`config.mk`:
```
export PLATFORM = sky130hd
export DESIGN_NAME = adaptive_peak_detector
export DESIGN_NICKNAME = d
export VERILOG_FILES = /design/src/rtl/adaptive_peak_detector.sv
export SDC_FILE = /design/constraint.sdc
export NUM_CORES = 1
export LEC_CHECK = 0
export BUFFER_PORTS_ARGS = -buffer_cell sky130_fd_sc_hd__buf_2
export CAP_MARGIN = 10
export CORE_ASPECT_RATIO = 2
export CORE_MARGIN = 5
export CORE_UTILIZATION = 55
export DETAILED_ROUTE_END_ITERATION = 6
export MAX_ROUTING_LAYER = met4
export PLACE_DENSITY = 0.8
export SETUP_SLACK_MARGIN = 0.05
export SLEW_MARGIN = 20
export SYNTH_ARGS = -nofsm -noshare
export SYNTH_HDL_FRONTEND = slang
export SYNTH_SLANG_ARGS = --single-unit
```
`constraint.sdc`:
```
create_clock -name clk -period 9.65 [get_ports clk]
set_input_delay 0.965 -clock clk [delete_from_list [all_inputs] [get_ports clk]]
set_output_delay 0.965 -clock clk [all_outputs]
set_load 0.01 [all_outputs]
```
`src/rtl/adaptive_peak_detector.sv`:
```
// Adaptive-threshold peak detector: tumbling-window max sets the threshold,
// one peak per supra-threshold excursion, then a refractory hold-off.
module adaptive_peak_detector #(
  parameter int DATA_W     = 13,
  parameter int WIN_LOG2   = 8,
  parameter int THR_SHIFT  = 1,
  parameter int THR_OFFSET = 50,
  parameter int REFRACT    = 64,
  parameter int INT_W      = 16
) (
  input  logic                     clk,
  input  logic                     rst,
  input  logic                     sample_valid,
  input  logic signed [DATA_W-1:0] sample_in,
  output logic                     peak_valid,
  output logic signed [DATA_W-1:0] peak_value,
  output logic        [INT_W-1:0]  peak_interval,
  output logic signed [DATA_W-1:0] window_max,
  output logic signed [DATA_W-1:0] threshold
);

  typedef enum logic [1:0] {
    IDLE,
    ABOVE,
    REFR
  } state_t;

  localparam int RW = (REFRACT > 1) ? $clog2(REFRACT) : 1;
  localparam int RL = (REFRACT > 0) ? REFRACT - 1 : 0;
  localparam logic [RW-1:0] RLAST = RW'(RL);

  localparam int OMAX = 2 ** (DATA_W - 1) - 1;
  localparam int OMIN = -(2 ** (DATA_W - 1));
  localparam int OFF_C = (THR_OFFSET > OMAX) ? OMAX :
                         (THR_OFFSET < OMIN) ? OMIN : THR_OFFSET;
  localparam logic signed [DATA_W:0] OFF_W = (DATA_W + 1)'(OFF_C);
  localparam logic signed [DATA_W-1:0] THR_RST = DATA_W'(OFF_C);
  localparam logic signed [DATA_W:0] SMAX = {2'b00, {(DATA_W-1){1'b1}}};
  localparam logic signed [DATA_W:0] SMIN = {2'b11, {(DATA_W-1){1'b0}}};

  function automatic logic signed [DATA_W-1:0] sat(
    input logic signed [DATA_W:0] x
  );
    if (x > SMAX) return SMAX[DATA_W-1:0];
    if (x < SMIN) return SMIN[DATA_W-1:0];
    return x[DATA_W-1:0];
  endfunction

  function automatic logic [INT_W-1:0] inc(input logic [INT_W-1:0] x);
    return (x == '1) ? x : x + INT_W'(1);
  endfunction

  state_t state_q, state_d;
  logic [WIN_LOG2-1:0] win_cnt_q, win_cnt_d;
  logic signed [DATA_W-1:0] run_max_q, run_max_d;
  logic signed [DATA_W-1:0] wmax_q, wmax_d;
  logic signed [DATA_W-1:0] thr_q, thr_d;
  logic signed [DATA_W-1:0] cand_q, cand_d;
  logic signed [DATA_W-1:0] pval_q, pval_d;
  logic [INT_W-1:0] int_cnt_q, int_cnt_d;
  logic [INT_W-1:0] cand_int_q, cand_int_d;
  logic [INT_W-1:0] since_q, since_d;
  logic [INT_W-1:0] pint_q, pint_d;
  logic [RW-1:0] refr_q, refr_d;
  logic pv_q, pv_d;

  logic above;
  logic signed [DATA_W-1:0] wm_new;
  logic signed [DATA_W:0] wm_ext;

  always_comb begin
    state_d    = state_q;
    win_cnt_d  = win_cnt_q;
    run_max_d  = run_max_q;
    wmax_d     = wmax_q;
    thr_d      = thr_q;
    cand_d     = cand_q;
    pval_d     = pval_q;
    int_cnt_d  = int_cnt_q;
    cand_int_d = cand_int_q;
    since_d    = since_q;
    pint_d     = pint_q;
    refr_d     = refr_q;
    pv_d       = 1'b0;
    above      = sample_in > thr_q;
    wm_new     = (sample_in > run_max_q) ? sample_in : run_max_q;
    wm_ext     = {wm_new[DATA_W-1], wm_new};

    if (sample_valid) begin
      int_cnt_d = inc(int_cnt_q);
      since_d   = inc(since_q);
      win_cnt_d = win_cnt_q + WIN_LOG2'(1);

      // closing sample still compares against the old threshold
      if (win_cnt_q == '1) begin
        wmax_d    = wm_new;
        run_max_d = '0;
        thr_d     = sat((wm_ext >>> THR_SHIFT) + OFF_W);
      end else begin
        run_max_d = wm_new;
      end

      unique case (state_q)
        IDLE: begin
          if (above) begin
            state_d    = ABOVE;
            cand_d     = sample_in;
            cand_int_d = int_cnt_q;
            since_d    = INT_W'(1);
          end
        end
        ABOVE: begin
          if (above) begin
            if (sample_in > cand_q) begin
              cand_d     = sample_in;
              cand_int_d = int_cnt_q;
              since_d    = INT_W'(1);
            end
          end else begin
            pv_d      = 1'b1;
            pval_d    = cand_q;
            pint_d    = cand_int_q;
            int_cnt_d = inc(since_q);
            refr_d    = '0;
            state_d   = (REFRACT == 0) ? IDLE : REFR;
          end
        end
        REFR: begin
          if (refr_q == RLAST) begin
            refr_d  = '0;
            state_d = IDLE;
          end else begin
            refr_d = refr_q + RW'(1);
          end
        end
        default: state_d = IDLE;
      endcase
    end
  end

  always_ff @(posedge clk) begin
    if (rst) begin
      state_q    <= IDLE;
      win_cnt_q  <= '0;
      run_max_q  <= '0;
      wmax_q     <= '0;
      thr_q      <= THR_RST;
      cand_q     <= '0;
      pval_q     <= '0;
      int_cnt_q  <= '1;
      cand_int_q <= '0;
      since_q    <= '0;
      pint_q     <= '0;
      refr_q     <= '0;
      pv_q       <= 1'b0;
    end else begin
      state_q    <= state_d;
      win_cnt_q  <= win_cnt_d;
      run_max_q  <= run_max_d;
      wmax_q     <= wmax_d;
      thr_q      <= thr_d;
      cand_q     <= cand_d;
      pval_q     <= pval_d;
      int_cnt_q  <= int_cnt_d;
      cand_int_q <= cand_int_d;
      since_q    <= since_d;
      pint_q     <= pint_d;
      refr_q     <= refr_d;
      pv_q       <= pv_d;
    end
  end

  assign peak_valid    = pv_q;
  assign peak_value    = pval_q;
  assign peak_interval = pint_q;
  assign window_max    = wmax_q;
  assign threshold     = thr_q;

endmodule

```
==> summary.md <==
| Metric | Value |
|---|---|
| Hold Crit Depth | `2` |
| Core ar. | `0.0139 sq mm` |
| Antenna Cells | `0` |
| Die Height | `178 um` |
| I/O pin count | `72` |
| Final instance area | `0.00883 sq mm` |
| Peak VDD IR | `0.140 mV` |
| Actual slew at the worst max-slew pin | `0.921 ns` |
| Core Rows | `61` |
| Post-Route Skew | `0.0111 ns` |
| Multi-input logic area | `0.00443 sq mm` |
| Netlist cell types | `72` |
| Syn avg cell area | `8.21 sq um` |
| Setup Crit Path Kind | `in -> reg` |
| DIE AREA | `0.0167 sq mm` |
| Top cells by area, synth | `dfxtp_1 (38%), mux2i_1 (7.2%), ha_1 (7.1%), nor2_1 (5.5%), nand2_1 (4.9%)` |
| Worst Path Required | `10.00 ns` |
| Routed Antenna Nets | `0` |
| # H-tree levels | `4` |
| Reg2Reg Depth | `16` |
| Total CTS buffers | `17` |
| Layout cells sized above 1 | `0.138` |
| DR vias/cell | `6.08` |
| RSZ-0062 raised after global routing | `no` |
| #FFs+latches synth | `146` |
| Period utilization | `0.467` |
| Synth async-reset ratio | `0` |
| Hold Fails Final Rpt | `0` |
| GP Congestion | `1.01` |
| First-pass GRT wire length | `36100 um` |
| Setup TNS | `0 ns` |
| PostCTS Resize Cnt | `0` |
| Final WS setup | `5.14 ns` |
| Post-Syn Nets | `1004` |
| CP endpoint | `threshold[7]` |
| Outcome | `finished clean` |
| Synth-to-Final Area Change | `13.9%` |
| Setup crit start kind | `input port` |
| Crit path max fanout | `22` |
| IO buf count | `71` |
| Main synth FF type | `dfxtp_1` |
| FILL cells | `1195` |
| Lkg Pwr | `3.65 nW` |
| Register area | `0.00292 sq mm` |
| Routed WL | `22600 um` |
| Initial DRC Count | `470` |
| Power per Cell Area | `214 mW/mm^2` |
| Largest net degree at the start of global routing | `88` |
| Post-Syn Area | `0.00775 sq mm` |
| Reg clk slew, reported paths | `0.07 ns` |
| Synth warnings | `0` |
| Vias in the first global route | `7176` |
| Cell taking the most area after synthesis | `dfxtp_1` |
| Clk_lat worst skew | `0.43 ns` |
| Hold_buf cts | `0` |
| Global Route Usage Sum | `0.287` |
| Worst r2r src | `run_max_q[4]` |
| WL/cell | `19.0 um` |
| Post-synthesis sequential area ratio | `0.377` |
| Reg2Reg Capture Point | `threshold[7]` |
| Pre-CTS setup slack | `4.71 ns` |
| Crit. End Element | `register` |
| 1st-pass router iterations | `5` |
| Slew HR | `0.382` |
| Top cell type's share of synthesized area | `0.377` |
| Final setup fails | `0` |
| DRC viols | `0` |
| Worst Setup SP | `sample_in[12]` |
| Via count | `7244` |
| CTS Sinks | `146` |
| GRT overflow | `0` |
| Antenna violations before repair | `0` |
| CTS tree | `built` |
| Max Freq | `222 MHz` |
| Arrival time of the worst setup path | `4.86 ns` |
| Die Wd | `93.9 um` |
| Clk root buf | `clkbuf_16` |
| Clk buf depth | `2` |
| Final Max Slew Viols | `0` |
| Hold Path Class | `reg -> reg` |
| Post-DP Area | `0.00821 sq mm` |
| Max-Cap Viols | `0` |
| Setup Fix Bufs, Post-CTS | `0` |
| Cells after Synth | `944` |
| EDFF count, synth | `0` |
| Starting Density | `0.558` |
| Reg2reg setup slack | `5.35 ns` |
| HPWL Detailed | `16600 um` |
| Fin crit period | `4.51 ns` |
| Nets@finish | `1049` |
kinds of logic (layout without fill, tap and decap cells):
logic type | count (synthesis) | after routing | share of synthesized area
fa+ha+maj | 44 | 44 | 0.0710
simple gates | 376 | 376 | 0.227
compound gates | 187 | 187 | 0.163
xor+xnor | 24 | 24 | 0.0271
flops | 146 | 146 | 0.377
buf+inv | 105 | 163 | 0.0536
mux | 62 | 62 | 0.0810
final cells by class:
| cell class | instances | area share |
|---|---|---|
| Clock inverter | 15 | 0.0218 |
| Clock buffer | 17 | 0.0482 |
| Timing Repair Buffer | 80 | 0.0482 |
| Multi-Input combinational cell | 693 | 0.502 |
| Sequential cell | 146 | 0.331 |
| Inverter | 51 | 0.0217 |
| Tap cell | 189 | 0.0268 |
cells in the mapped netlist, drive strengths merged, types with 3 or more instances:
master	instances
xor2	13
nor2	114
a211oi	7
o21a	7
nand2b	4
dfxtp	146
nor2b	7
a21oi	60
inv	50
nand3	63
nor3	29
o211a	4
or3	5
a311oi	7
a2bb2oi	6
clkbuf	43
and4	5
and2	3
or2	3
nand2	102
o21ai	26
or4	4
mux2	6
o311ai	3
a22oi	13
nand4	19
xnor2	11
mux2i	56
a21o	3
o211ai	11
ha	44
and3	9
o31ai	5
nor4	4
a31oi	11
a32oi	3
buf	11
per-layer routing:
metal | up-vias | share of wire | wire length (um) | track usage
li1 | 3461 | - | - | -
met1 | 3412 | 0.34 | 7720 | 0.270
met2 | 264 | 0.53 | 12000 | 0.505
met3 | 107 | 0.039 | 881 | 0.0420
met4 | 0 | 0.088 | 1990 | 0.233
met5 | - | 0 | 0 | -
placed cells by master (no fill, tap or decap), types with 6 or more instances in the layout:
cell type / instances
xnor2_1: 11
ha_1: 44
a2bb2oi_1: 6
nand2_1: 102
dfxtp_1: 146
a211oi_1: 7
clkbuf_16: 17
o21a_1: 7
xor2_1: 13
nand4_1: 19
and3_1: 9
nor2b_1: 6
a22oi_1: 13
nor3_1: 29
clkinv_8: 7
buf_4: 10
mux2_2: 6
o211ai_1: 11
mux2i_1: 56
nor2_1: 113
o21ai_0: 24
buf_2: 70
a21oi_1: 59
inv_1: 50
a31oi_1: 11
nand3_1: 61
where the power goes:
part	switching [mW]	total, mW	internal [mW]	leakage [nW]
Combinational	0.292	0.500	0.207	2.17
Clock	0.318	0.670	0.352	0.295
Sequential	0.0628	0.719	0.656	1.19
Total	0.673	1.89	1.22	3.65
sequential cells by signal, indices dropped and copies added, names as in the netlist, 2 cells and up:
signal	flops
cand_int_q	16
cand_q	13
int_cnt_q	16
peak_interval	16
peak_value	13
refr_q	6
run_max_q	13
since_q	16
state_q	2
threshold	13
win_cnt_q	8
window_max	13
how the worst min path moves through the flow:
stage               slack, ns              from          endpoint
floorplan                0.44     cand_int_q[0]  peak_interval[0]
global placement         0.44  peak_interval[2]  peak_interval[2]
detailed placement       0.44  peak_interval[2]  peak_interval[2]
CTS                      0.45  peak_interval[2]  peak_interval[2]
global route             0.48  peak_interval[9]  peak_interval[9]
finish                   0.45  peak_interval[3]  peak_interval[3]
worst max-delay path, stage by stage:
cell	delay [ns]
buf_2	0.14
ha_1	0.41
and4_1	0.31
o311ai_2	0.18
a21oi_1	0.17
buf_4	0.20
nand2b_1	0.73
a21oi_1	0.24
inv_1	0.10
ha_1	0.19
inv_1	0.06
a311oi_2	0.53
a21oi_2	0.11
or4_1	0.42
o211ai_1	0.10
metrics by stage:
step / utilization / std cells / hold WS (ns) / total power, mW
final: 0.635 / 1191 / 0.449 / 1.89
after global routing: 0.635 / 1191 / 0.475 / 1.98
after CTS: 0.635 / 1191 / 0.453 / 1.89
after detailed placement: 0.591 / 1159 / 0.443 / 1.22
after global placement: 0.591 / 1159 / 0.438 / 1.21
after floorplan: - / 944 / 0.443 / 1.09
No activity file was read; power rests on OpenSTA's default activity.
